$ cat src/rtl/adder_err_meter.sv
// Windowed error meter for an approximate 7-input adder: counts erroneous samples,
// sums and maxes the error distance. Optional error-distance histogram: ADDER_ERR_HIST_EN.
module adder_err_meter #(
  parameter int WIN = 128,
  parameter int CW  = 16
) (
  input  logic          clk,
  input  logic          rst_n,
  input  logic          start,
  input  logic          in_valid,
  output logic          in_ready,
  input  logic [6:0]    in_pi,
  input  logic [3:0]    in_po,
  output logic          res_valid,
  input  logic          res_ready,
  output logic [CW-1:0] res_err_cnt,
  output logic [CW+3:0] res_sum_ed,
  output logic [3:0]    res_max_ed,
  output logic          busy
`ifdef ADDER_ERR_HIST_EN
  ,
  input  logic [3:0]    hist_sel,
  output logic [CW-1:0] hist_cnt
`endif
);

  typedef enum logic [1:0] {IDLE, RUN, DRAIN, DONE} state_t;

  localparam logic [16:0]   WIN_L   = 17'(WIN);
  localparam logic [CW-1:0] CNT_MAX = '1;

  state_t        state_q, state_d;
  logic [16:0]   acc_cnt_q;
  logic          s1_valid_q;
  logic [3:0]    s1_ed_q;
  logic [CW-1:0] err_cnt_q;
  logic [CW+3:0] sum_q;
  logic [3:0]    max_q;

  logic [3:0]    exact, approx, ed;
  logic          accept, last, clear;

  // Error distance of the incoming sample; po is read bit-reversed.
  always_comb begin
    exact  = {1'b0, in_pi[2:0]} + {1'b0, in_pi[5:3]} + {3'b000, in_pi[6]};
    approx = {in_po[0], in_po[1], in_po[2], in_po[3]};
    ed     = (exact >= approx) ? (exact - approx) : (approx - exact);
  end

  assign in_ready = (state_q == RUN) && (acc_cnt_q < WIN_L);
  assign accept   = in_valid && in_ready;
  assign last     = accept && (acc_cnt_q == WIN_L - 17'd1);

  // NOTE: every signal written here gets a default first, so no latch can be inferred.
  always_comb begin
    state_d   = state_q;
    res_valid = 1'b0;
    busy      = 1'b1;
    clear     = 1'b0;
    case (state_q)
      IDLE: begin
        busy = 1'b0;
        if (start) begin
          state_d = RUN;
          clear   = 1'b1;
        end
      end
      RUN:   if (last) state_d = DRAIN;
      DRAIN: if (!s1_valid_q) state_d = DONE;
      DONE: begin
        res_valid = 1'b1;
        if (res_ready) state_d = IDLE;
      end
      default: state_d = IDLE;
    endcase
  end

  // NOTE: sequential state uses non-blocking assignments so every register samples pre-edge values.
  always_ff @(posedge clk) begin
    if (!rst_n) state_q <= IDLE;
    else        state_q <= state_d;
  end

  always_ff @(posedge clk) begin
    if (!rst_n || clear) begin
      acc_cnt_q  <= '0;
      s1_valid_q <= 1'b0;
      s1_ed_q    <= '0;
      err_cnt_q  <= '0;
      sum_q      <= '0;
      max_q      <= '0;
    end else begin
      if (accept) begin
        acc_cnt_q <= acc_cnt_q + 17'd1;
        s1_ed_q   <= ed;
      end
      s1_valid_q <= accept;
      if (s1_valid_q) begin
        if (s1_ed_q != 4'd0 && err_cnt_q != CNT_MAX) err_cnt_q <= err_cnt_q + 1'b1;
        sum_q <= sum_q + {{CW{1'b0}}, s1_ed_q};
        if (s1_ed_q > max_q) max_q <= s1_ed_q;
      end
    end
  end

  assign res_err_cnt = err_cnt_q;
  assign res_sum_ed  = sum_q;
  assign res_max_ed  = max_q;

`ifdef ADDER_ERR_HIST_EN
  logic [CW-1:0] bins_q [16];

  // NOTE: the bins are a small register file, cleared on reset so no stale counts survive.
  always_ff @(posedge clk) begin
    if (!rst_n || clear) begin
      for (int i = 0; i < 16; i++) bins_q[i] <= '0;
    end else if (s1_valid_q && bins_q[s1_ed_q] != CNT_MAX) begin
      bins_q[s1_ed_q] <= bins_q[s1_ed_q] + 1'b1;
    end
  end

  assign hist_cnt = (state_q == DONE) ? bins_q[hist_sel] : '0;
`endif

endmodule

$ cat config.mk
export PLATFORM = sky130hd
export DESIGN_NAME = adder_err_meter
export DESIGN_NICKNAME = d
export VERILOG_FILES = /design/src/rtl/adder_err_meter.sv
export SDC_FILE = /design/constraint.sdc
export NUM_CORES = 1
export LEC_CHECK = 0
export ABC_CLOCK_PERIOD_IN_PS = 3720
export CAP_MARGIN = 20
export CORE_MARGIN = 2
export CORE_UTILIZATION = 43
export CTS_CLUSTER_DIAMETER = 150
export DETAILED_ROUTE_END_ITERATION = 12
export MAX_ROUTING_LAYER = met4
export PLACE_DENSITY = 0.71
export RECOVER_POWER = 25
export SLEW_MARGIN = 10
export SYNTH_ARGS = -nofsm -noshare
export SYNTH_HDL_FRONTEND = slang
export SYNTH_SLANG_ARGS = --single-unit
$ cat constraint.sdc
create_clock -name clk -period 3.72 [get_ports clk]
set_input_delay 0.744 -clock clk [delete_from_list [all_inputs] [get_ports clk]]
set_output_delay 0.744 -clock clk [all_outputs]
set_load 0.01 [all_outputs]
# == Word level (Yosys, flattened, before mapping) ==
# Index checks and enable logic that the tools add are counted.
# op_classes
magnitude_cmp,3
eq_ne,9
n_reduce_logical,11
n_addsub,7
muxes,10
# ops
op,count
$add A20 B4 Y20,1
$add A17 B1 Y17 const B,1
$eq A17 B7 Y1 const B,1
$lt A17 B8 Y1 const B,1
$add A16 B1 Y16 const B,1
$ne A16 B16 Y1 const B,1
$mux W2,4
$ne A2 B2 Y1 const B,4
$pmux W2 S4,1
$sub A4 B4 Y4,2
$add A3 B3 Y4,1
$add A4 B1 Y4,1
$eq A2 B2 Y1 const B,2
$ge A4 B4 Y1,1
$gt A4 B4 Y1,1
$logic_and A1 B1 Y1,4
$mux W1,4
$mux W4,1
$reduce_and A2 Y1,2
$reduce_and A4 Y1,1
$reduce_bool A4 Y1,1
$eq A2 B1 Y1 const B,1
$logic_not A2 Y1,1
$logic_not A1 Y1,1
$logic_or A1 B1 Y1,1
# word_totals
inputBits,16
output_inout_bits,43
elab_cells,47
reg_bits,64

# == Logic depth before layout (Yosys ltp) ==
# Gate-level depths: netlist (run 1).
# depth
depth_word,6
ltp_mapped,12
mapped_depth_nobuf,12

# == Worst setup path before layout (run 1) ==
# No wires, ideal clock.
# synth_timing
path_kind,input -> register
startpoint,in in_pi[0]
endpoint,reg s1_ed_q[3]
setup_ns,0.117
path_buffers,0
arrival_time_ns,3.470
slack_ns,0.133
cell_stages,11
required_time_ns,3.603
path_cell_list,inv_1 > fa_1 > fa_1 > inv_1 > fa_1 > a21o_1 > a31oi_1 > mux2_2 > a211o_1 > o211ai_1 > nand2_1
# synth_between
elab_chain_len,4
elab_cells_between_ends,6
cone_classes,4 x add/sub; 1 x order compare; 1 x mux
# synth_rtl
element,line_no,source
from (decl),12,"input logic [6:0] in_pi,"
$add A3 B3 Y4 *,45,"exact = {1'b0, in_pi[2:0]} + {1'b0, in_pi[5:3]} + {3'b000, in_pi[6]};"
$add A4 B1 Y4 *,45,
$sub A4 B4 Y4 or $ge A4 B4 Y1 (tied branches),47,ed = (exact >= approx) ? (exact - approx) : (approx - exact);
$mux W4 *,47,
to (signal assigned),88,s1_ed_q <= '0;
to (signal assigned),95,s1_ed_q <= ed;
to (decl),35,logic [3:0] s1_ed_q;
# Mark *: on every way between the ends. The rest lies on a longest branch, timed or not.
# A chain may end at the register's enable or synchronous reset.

# == Worst setup path in the final report (run 1) ==
# Same ends and word-level chain as after synthesis.

==> impl_metrics.py, run 1 <==
metrics = {
    "floorplanning": {
        "ios": 59,
        "num_rows": 32,
        "die-area_sq_um": 8470,
        "die_h_microns": 92.0,
        "start_util_pct": 43.8,
        "die_w_microns": 92.0,
        "core_area_sq_um": 7610,
    },
    "worst_setup_path": {
        "worstPathArrival_ns": 3.76,
        "critical_path_class": "primary input to flop",
        "slowest_delay_ns": 0.51,
        "worstRegToRegCells": 8,
        "start_kind": "primary input",
        "worst-endpoint-required_ns": 3.94,
        "worstSetupEndpointType": "flop",
        "path_buf_inv": 3,
        "reg2reg_to": "res_sum_ed[14]",
        "crit_path_max_fanout": 2,
        "cp_slowest_cell": "fa_1",
        "ff2ff_setup_slack_ns": 1.52,
        "r2r_start": "s1_ed_q[0]",
        "crit_chain": "clkdlybuf4s50_1 > inv_1 > fa_2 > fa_1 > inv_1 > fa_2 > a21o_1 > a31oi_2 > mux2_2 > a211o_1 > o211ai_1 > nand2_1",
        "crit_start": "in_pi[0]",
        "path_delay_family": "adder cells",
    },
    "routing": {
        "drtIter0Drc": 126,
        "wire_per_inst_microns": 12.4,
        "ant_nets": 0,
        "wirelength_microns": 6780,
        "vias_per_cell": 5.10,
        "vias": 2793,
        "remaining_drc_errors": 0,
        "dr.pass1.iters": 4,
    },
    "sta": {
        "post-route-period-util_pct": 95.2,
        "whs_ns": 0.483,
        "hold_viol": 0,
        "period_minus_slack_ns": 3.54,
        "worst_slew_pin_slew_ns": 0.761,
        "setup_viol": 0,
        "drv_slew": 0,
        "rsz0062_at_grt": "no",
        "fmax_mhz": 282,
        "clock_skew_ns": 0.0116,
        "max-slew-margin-rel_pct": 49.1,
    },
    "yosys": {
        "ys_seq_area_share_pct": 38.4,
        "synth_area_leaders": "dfxtp_1 38%, ha_1 9.0%, nor2_1 6.3%",
        "ys.warnings.count": 0,
        "avgSynthCellArea_sq_um": 8.89,
        "ys_dominant_reg_cell": "dfxtp_1",
        "synth_common_cells": "64 x dfxtp_1, 56 x nor2_1, 30 x inv_1, 28 x nand2_1, 24 x ha_1",
        "ys_ff_latch": 64,
        "synth_top_cell_by_area": "dfxtp_1",
        "syn_area_sq_um": 3330,
        "synth.distinct_cells": 44,
        "syn_nets": 420,
        "async_flop_share_pct": 0,
        "synth_top_area_share_pct": 38.4,
        "synth_most_common_cell": "dfxtp_1",
        "synth_cells": 375,
        "synth_edf_count": 0,
    },
    "cts": {
        "root_buffer": "clkbuf_8",
        "path_clk_slew_ns": 0.06,
        "numCtsBuffers": 9,
        "cts.path.max_buffers": 2,
        "post_cts_buffers": 0,
        "cts_resized": 0,
        "hold_buffers": 0,
        "worstSkewPairLatency_ns": 0.34,
        "numClockSinks": 64,
        "cts_tree": "yes",
        "htreeDepth": 3,
    },
    "cells_and_area": {
        "syn_to_final_growth_pct": 27.5,
        "final_cells": 548,
        "drive_gt1_share_pct": 6.95,
        "antenna_cells": 0,
        "final_net_count": 487,
    },
    "placed_design": {
        "gp_congestion": 0.746,
        "dpl.cell_count": 533,
        "dp_hpwl_microns": 5110,
        "port_buffers": 58,
    },
    "worst_hold_path": {
        "min_from": "acc_cnt_q[7]",
        "min_path_type": "flop to flop",
        "min_path_cells": 2,
        "whs_endpoint": "acc_cnt_q[7]",
    },
    "grt": {
        "grt-ovfl-total": 0,
        "grt_pass1_vias": 2600,
        "antenna_found_initial": 0,
        "grt_pass1_wl_microns": 11900,
        "grt.total_usage_pct": 17.6,
        "grt_max_degree": 32,
    },
    "job": {
        "max_cap_violations": 0,
    },
    "outcome": {
        "status": "complete, no violations",
    },
    "power": {
        "pwr_density_cell_nw_per_um2": 394,
        "p_leak_nw": 1.72,
        "irDropWorstVdd_mv": 0.154,
    },
}
## cell usage in the layout, fill, tap and decap left out, types with 2 or more instances in the layout
master and instances:
and3_1 17, clkbuf_8 11, dlygate4sd3_1 18, nor4b_1 2
nor2_1 56, nor4_1 3, a31oi_1 2, or3_1 3
a21oi_1 11, xor2_1 18, buf_4 5, inv_1 30
and4_1 2, clkinv_2 2, nor4_4 2, a31oi_2 2
mux2i_1 12, nor3_1 8, o21ai_1 2, a211oi_1 4
a21o_1 3, xnor2_1 19, dfxtp_1 64, nor2b_1 4
nand3_1 14, nand2_1 28, fa_1 3, o21ai_0 6
nand4_1 9, clkdlybuf4s50_1 40, nand2b_1 2, fa_2 2
ha_1 24
## through the flow
| stage | cell area (sq um) | total power, mW | util, % | TNS, ns | setup WS (ns) |
|---|---|---|---|---|---|
| global route | 4250 | 1.77 | 55.9 | 0 | 0.0379 |
| global placement | 4070 | 1.14 | 53.5 | -0.564 | -0.268 |
| finish | 4250 | 1.68 | 55.9 | 0 | 0.177 |
| floorplan | 3330 | 1.01 | - | 0 | 0.133 |
| CTS | 4240 | 1.69 | 55.7 | 0 | 0.0187 |
| detailed placement | 4070 | 1.16 | 53.5 | -0.757 | -0.329 |
## cell families (layout without fill, tap and decap cells)
logic type	Yosys count	count (layout)	share of synthesized area (%)
XOR/XNOR	37	37	9.72
flip-flops	64	64	38.4
adder cells (fa/ha/maj)	29	29	12.0
AO/OA/AOI/OAI	39	39	7.70
buffers and inverters	38	109	4.35
AND/OR/NAND/NOR	155	155	23.8
multiplexers	13	13	3.94
## worst reg2reg max path, cell delays in order (launching register included)
cell	delay, ns
dfxtp_1	0.35
ha_1	0.23
fa_1	0.40
a21oi_1	0.14
nor2b_1	0.06
o21ai_1	0.52
nor3_1	0.17
xnor2_1	0.18
nor2_1	0.05
## layout make-up
type | instances | area (sq um)
Fill cell | 693 | 3360
Multi-Input combinational cell | 273 | 1920
Sequential cell | 64 | 1280
Timing Repair Buffer | 64 | 638
Clock buffer | 12 | 155
Tap cell | 102 | 128
Inverter | 30 | 113
Clock inverter | 3 | 17.5
## how the worst max path moves through the flow
stage	to	slack, ns	cells after the start
global route	s1_ed_q[3]	0.04	12
floorplan	s1_ed_q[3]	0.13	11
global placement	s1_ed_q[3]	-0.27	12
CTS	s1_ed_q[3]	0.02	12
detailed placement	s1_ed_q[3]	-0.33	12
finish	s1_ed_q[3]	0.18	12
## where the power goes
| part | switching, mW | total (mW) | leakage, nW | internal (mW) |
|---|---|---|---|---|
| sequential | 0.0327 | 0.740 | 0.516 | 0.707 |
| clock | 0.254 | 0.527 | 0.0882 | 0.272 |
| combinational | 0.229 | 0.410 | 1.11 | 0.181 |
## sequential cells by signal (all words and copies together), names as in the netlist
| name | cells |
|---|---|
| res_sum_ed | 20 |
| acc_cnt_q | 17 |
| res_err_cnt | 16 |
| res_max_ed | 4 |
| s1_ed_q | 4 |
| state_q | 2 |
| s1_valid_q | 1 |
## routing by layer
| layer | up-vias | GRT usage (%) | wire, microns |
|---|---|---|---|
| met3 | 14 | 3.70 | 277 |
| met2 | 66 | 26.8 | 3040 |
| li1 | 1412 | - | - |
| met4 | 0 | 6.97 | 133 |
| met5 | - | - | 0 |
| met1 | 1301 | 22.9 | 3330 |
No activity file was read; power rests on OpenSTA's default activity.
==> run 2: changes to the inputs <==
--- a/config.mk
+++ b/config.mk
@@ -14,6 +14,7 @@
 export MAX_ROUTING_LAYER = met4
 export PLACE_DENSITY = 0.71
 export RECOVER_POWER = 25
+export SKIP_CTS_REPAIR_TIMING = 1
 export SLEW_MARGIN = 10
 export SYNTH_ARGS = -nofsm -noshare
 export SYNTH_HDL_FRONTEND = slang
==> results of run 2 <==
No change in the layout: final DEF, timing and power equal those of run 1.
==> run 3: changes to the inputs <==
--- a/config.mk
+++ b/config.mk
@@ -5,14 +5,13 @@
 export SDC_FILE = /design/constraint.sdc
 export NUM_CORES = 1
 export LEC_CHECK = 0
-export ABC_CLOCK_PERIOD_IN_PS = 3720
 export CAP_MARGIN = 20
 export CORE_MARGIN = 2
-export CORE_UTILIZATION = 43
+export CORE_UTILIZATION = 25
 export CTS_CLUSTER_DIAMETER = 150
 export DETAILED_ROUTE_END_ITERATION = 12
 export MAX_ROUTING_LAYER = met4
-export PLACE_DENSITY = 0.71
+export PLACE_DENSITY = 0.46
 export RECOVER_POWER = 25
 export SKIP_CTS_REPAIR_TIMING = 1
 export SLEW_MARGIN = 10
==> constraint.sdc (replaced) <==
create_clock -name clk -period 3.2 [get_ports clk]
set_input_delay 0.64 -clock clk [delete_from_list [all_inputs] [get_ports clk]]
set_output_delay 0.64 -clock clk [all_outputs]
set_load 0.01 [all_outputs]
==> run 3 against run 2 <==
Sequential cell count is the same. Via count shrank 1.7%. Global-route usage shrank 6.2 points. First-iteration DRC count shrank 34%. Total power grew 32%. Die area grew 68%. Design area grew 5.6%. Worst setup slack gained 0.0097 ns. Non-clock buffer count grew 6. Utilization shrank 22 points. Count of clock-buffer cells in the layout shrank 2.
==> impl_metrics.py, run 3 (same netlist as run 1, synthesis figures left out) <==
metrics = {
    "outcome": {
        "status": "complete, no violations",
    },
    "placed_design": {
        "dp_hpwl_microns": 5600,
        "port_buffers": 58,
        "post-place-ws_ns": -0.491,
        "gp_congestion": 0.781,
        "dpl_cell_area_sq_um": 4210,
    },
    "power": {
        "combPwrFrac_pct": 22.3,
        "pwr_density_cell_nw_per_um2": 493,
        "p_total_mw": 2.21,
        "sw_frac_of_total_pct": 28.9,
        "power_switching_uw": 640,
        "p_clk_share_pct": 38.8,
        "p_int_mw": 1.57,
        "irDropWorstVdd_mv": 0.227,
        "p_leak_nw": 1.77,
        "power_frac_seq_pct": 38.8,
    },
    "cells_and_area": {
        "syn_to_final_growth_pct": 34.6,
        "layout_commonest_cell": "dfxtp_1",
        "largest_reg_flops": 20,
        "layout_common_cells": "64 x dfxtp_1, 56 x nor2_1, 47 x clkdlybuf4s50_1",
        "antenna_cells": 0,
        "multi_input_area_sq_um": 1930,
        "layout.area.seq_sq_um": 1280,
        "postLayoutCoreUtil_pct": 34.2,
        "fin_area_sq_um": 4490,
        "drive_gt1_share_pct": 8.65,
        "final_net_count": 493,
        "fillers": 1384,
    },
    "sta": {
        "hold_viol": 0,
        "setup_viol": 0,
        "rsz0062_at_grt": "no",
        "max-slew-margin-rel_pct": 16.4,
        "fin_ws_ns": 0.187,
        "drv_slew": 0,
        "period_minus_slack_ns": 3.01,
        "post-route-period-util_pct": 94.2,
        "tns_ns": 0,
        "worst_slew_pin_slew_ns": 1.25,
        "fmax_mhz": 332,
        "clock_skew_ns": 0.00691,
    },
    "worst_setup_path": {
        "worst-endpoint-required_ns": 3.41,
        "worstPathArrival_ns": 3.22,
        "reg2reg_to": "s1_ed_q[2]",
        "crit_start": "in_pi[4]",
        "critical_path_class": "primary input to flop",
        "crit_path_max_fanout": 2,
        "ff2ff_setup_slack_ns": 0.92,
        "crit_end": "s1_ed_q[3]",
        "r2r_start": "state_q[0]",
        "worstRegToRegCells": 6,
        "start_kind": "primary input",
        "worstSetupEndpointType": "flop",
    },
    "routing": {
        "drtIter0Drc": 83,
        "vias": 2746,
        "ant_nets": 0,
        "remaining_drc_errors": 0,
        "dr.pass1.iters": 4,
        "wirelength_microns": 7390,
        "vias_per_cell": 4.38,
        "wire_per_inst_microns": 11.8,
    },
    "cts": {
        "numClockSinks": 64,
        "htreeDepth": 3,
        "path_clk_slew_ns": 0.05,
        "cts_tree": "yes",
        "cts.path.max_buffers": 2,
        "root_buffer": "clkbuf_16",
        "worstSkewPairLatency_ns": 0.33,
        "numCtsBuffers": 9,
    },
    "grt": {
        "grt_pass1_vias": 2659,
        "grt_pass1_wl_microns": 12700,
        "antenna_found_initial": 0,
        "grt-ovfl-total": 0,
        "grt_max_degree": 28,
        "grt.total_usage_pct": 11.5,
    },
    "floorplanning": {
        "die_w_microns": 119,
        "start_util_pct": 25.4,
        "ios": 59,
        "die-area_sq_um": 14300,
        "die_h_microns": 119,
        "core_area_sq_um": 13100,
        "num_rows": 42,
    },
    "worst_hold_path": {
        "min_path_type": "flop to flop",
    },
    "job": {
        "max_cap_violations": 0,
    },
}
==> run 3: changes by cell type in the layout (fill, tap and decap cells not counted), moves of 3 or more <==
cell             delta
buf_4               +4
clkbuf_8           -10
clkdlybuf4s50_1     +7
inv_2               +3
inv_1               -3
dlymetal6s2s_1      +4
clkbuf_16           +9
dlygate4sd3_1      -11
==> run 3: metrics by stage <==
step | hold WS [ns] | instances
finish | 0.481 | 627
global placement | 0.467 | 611
detailed placement | 0.473 | 611
floorplan | 0.438 | 375
global route | 0.487 | 627
CTS | 0.482 | 625
==> run 3: power groups by stage <==
stage / logic (mW) / clock network [mW] / registers [mW]
floorplan: 0.328 / 0 / 0.863
global placement: 0.494 / 0 / 0.877
detailed placement: 0.509 / 0 / 0.878
CTS: 0.512 / 0.900 / 0.861
global route: 0.561 / 0.933 / 0.865
finish: 0.494 / 0.860 / 0.860
==> run 3: how the worst min path moves through the flow <==
stage	from	cells after the start	slack, ns	end
2_1_floorplan	acc_cnt_q[7]	2	0.44	acc_cnt_q[7]
3_3_place_gp	acc_cnt_q[14]	1	0.47	acc_cnt_q[14]
3_5_place_dp	acc_cnt_q[14]	1	0.47	acc_cnt_q[14]
4_1_cts	acc_cnt_q[13]	1	0.48	acc_cnt_q[13]
5_1_grt	acc_cnt_q[13]	1	0.49	acc_cnt_q[13]
6_report	acc_cnt_q[15]	1	0.48	acc_cnt_q[15]
==> run 3: layout make-up <==
class                      instances  area share (%)
multi-input combinational        273            43.1
sequential                        64            28.6
timing repair buffer              70            15.1
clock buffer                      10            5.33
tap                              176            4.91
inverter                          30            2.51
clock inverter                     4           0.502
==> run 3: routing by layer <==
layer  vias to the layer above  global-route usage (%)  share of wire, %
li1                       1420                       -                 -
met1                      1265                    14.3                50
met2                        52                    16.8                43
met3                         9                    3.59               5.0
met4                         0                    5.51               2.0
met5                         -                       -                 0
==> run 3: critical path, cell delays in order <==
cell             delay (ns)
clkdlybuf4s50_1        0.48
inv_1                  0.06
fa_1                   0.54
inv_2                  0.06
fa_2                   0.36
a21o_1                 0.20
a31oi_4                0.19
mux2_4                 0.32
a211o_1                0.23
o211ai_1               0.09
nand2_1                0.07
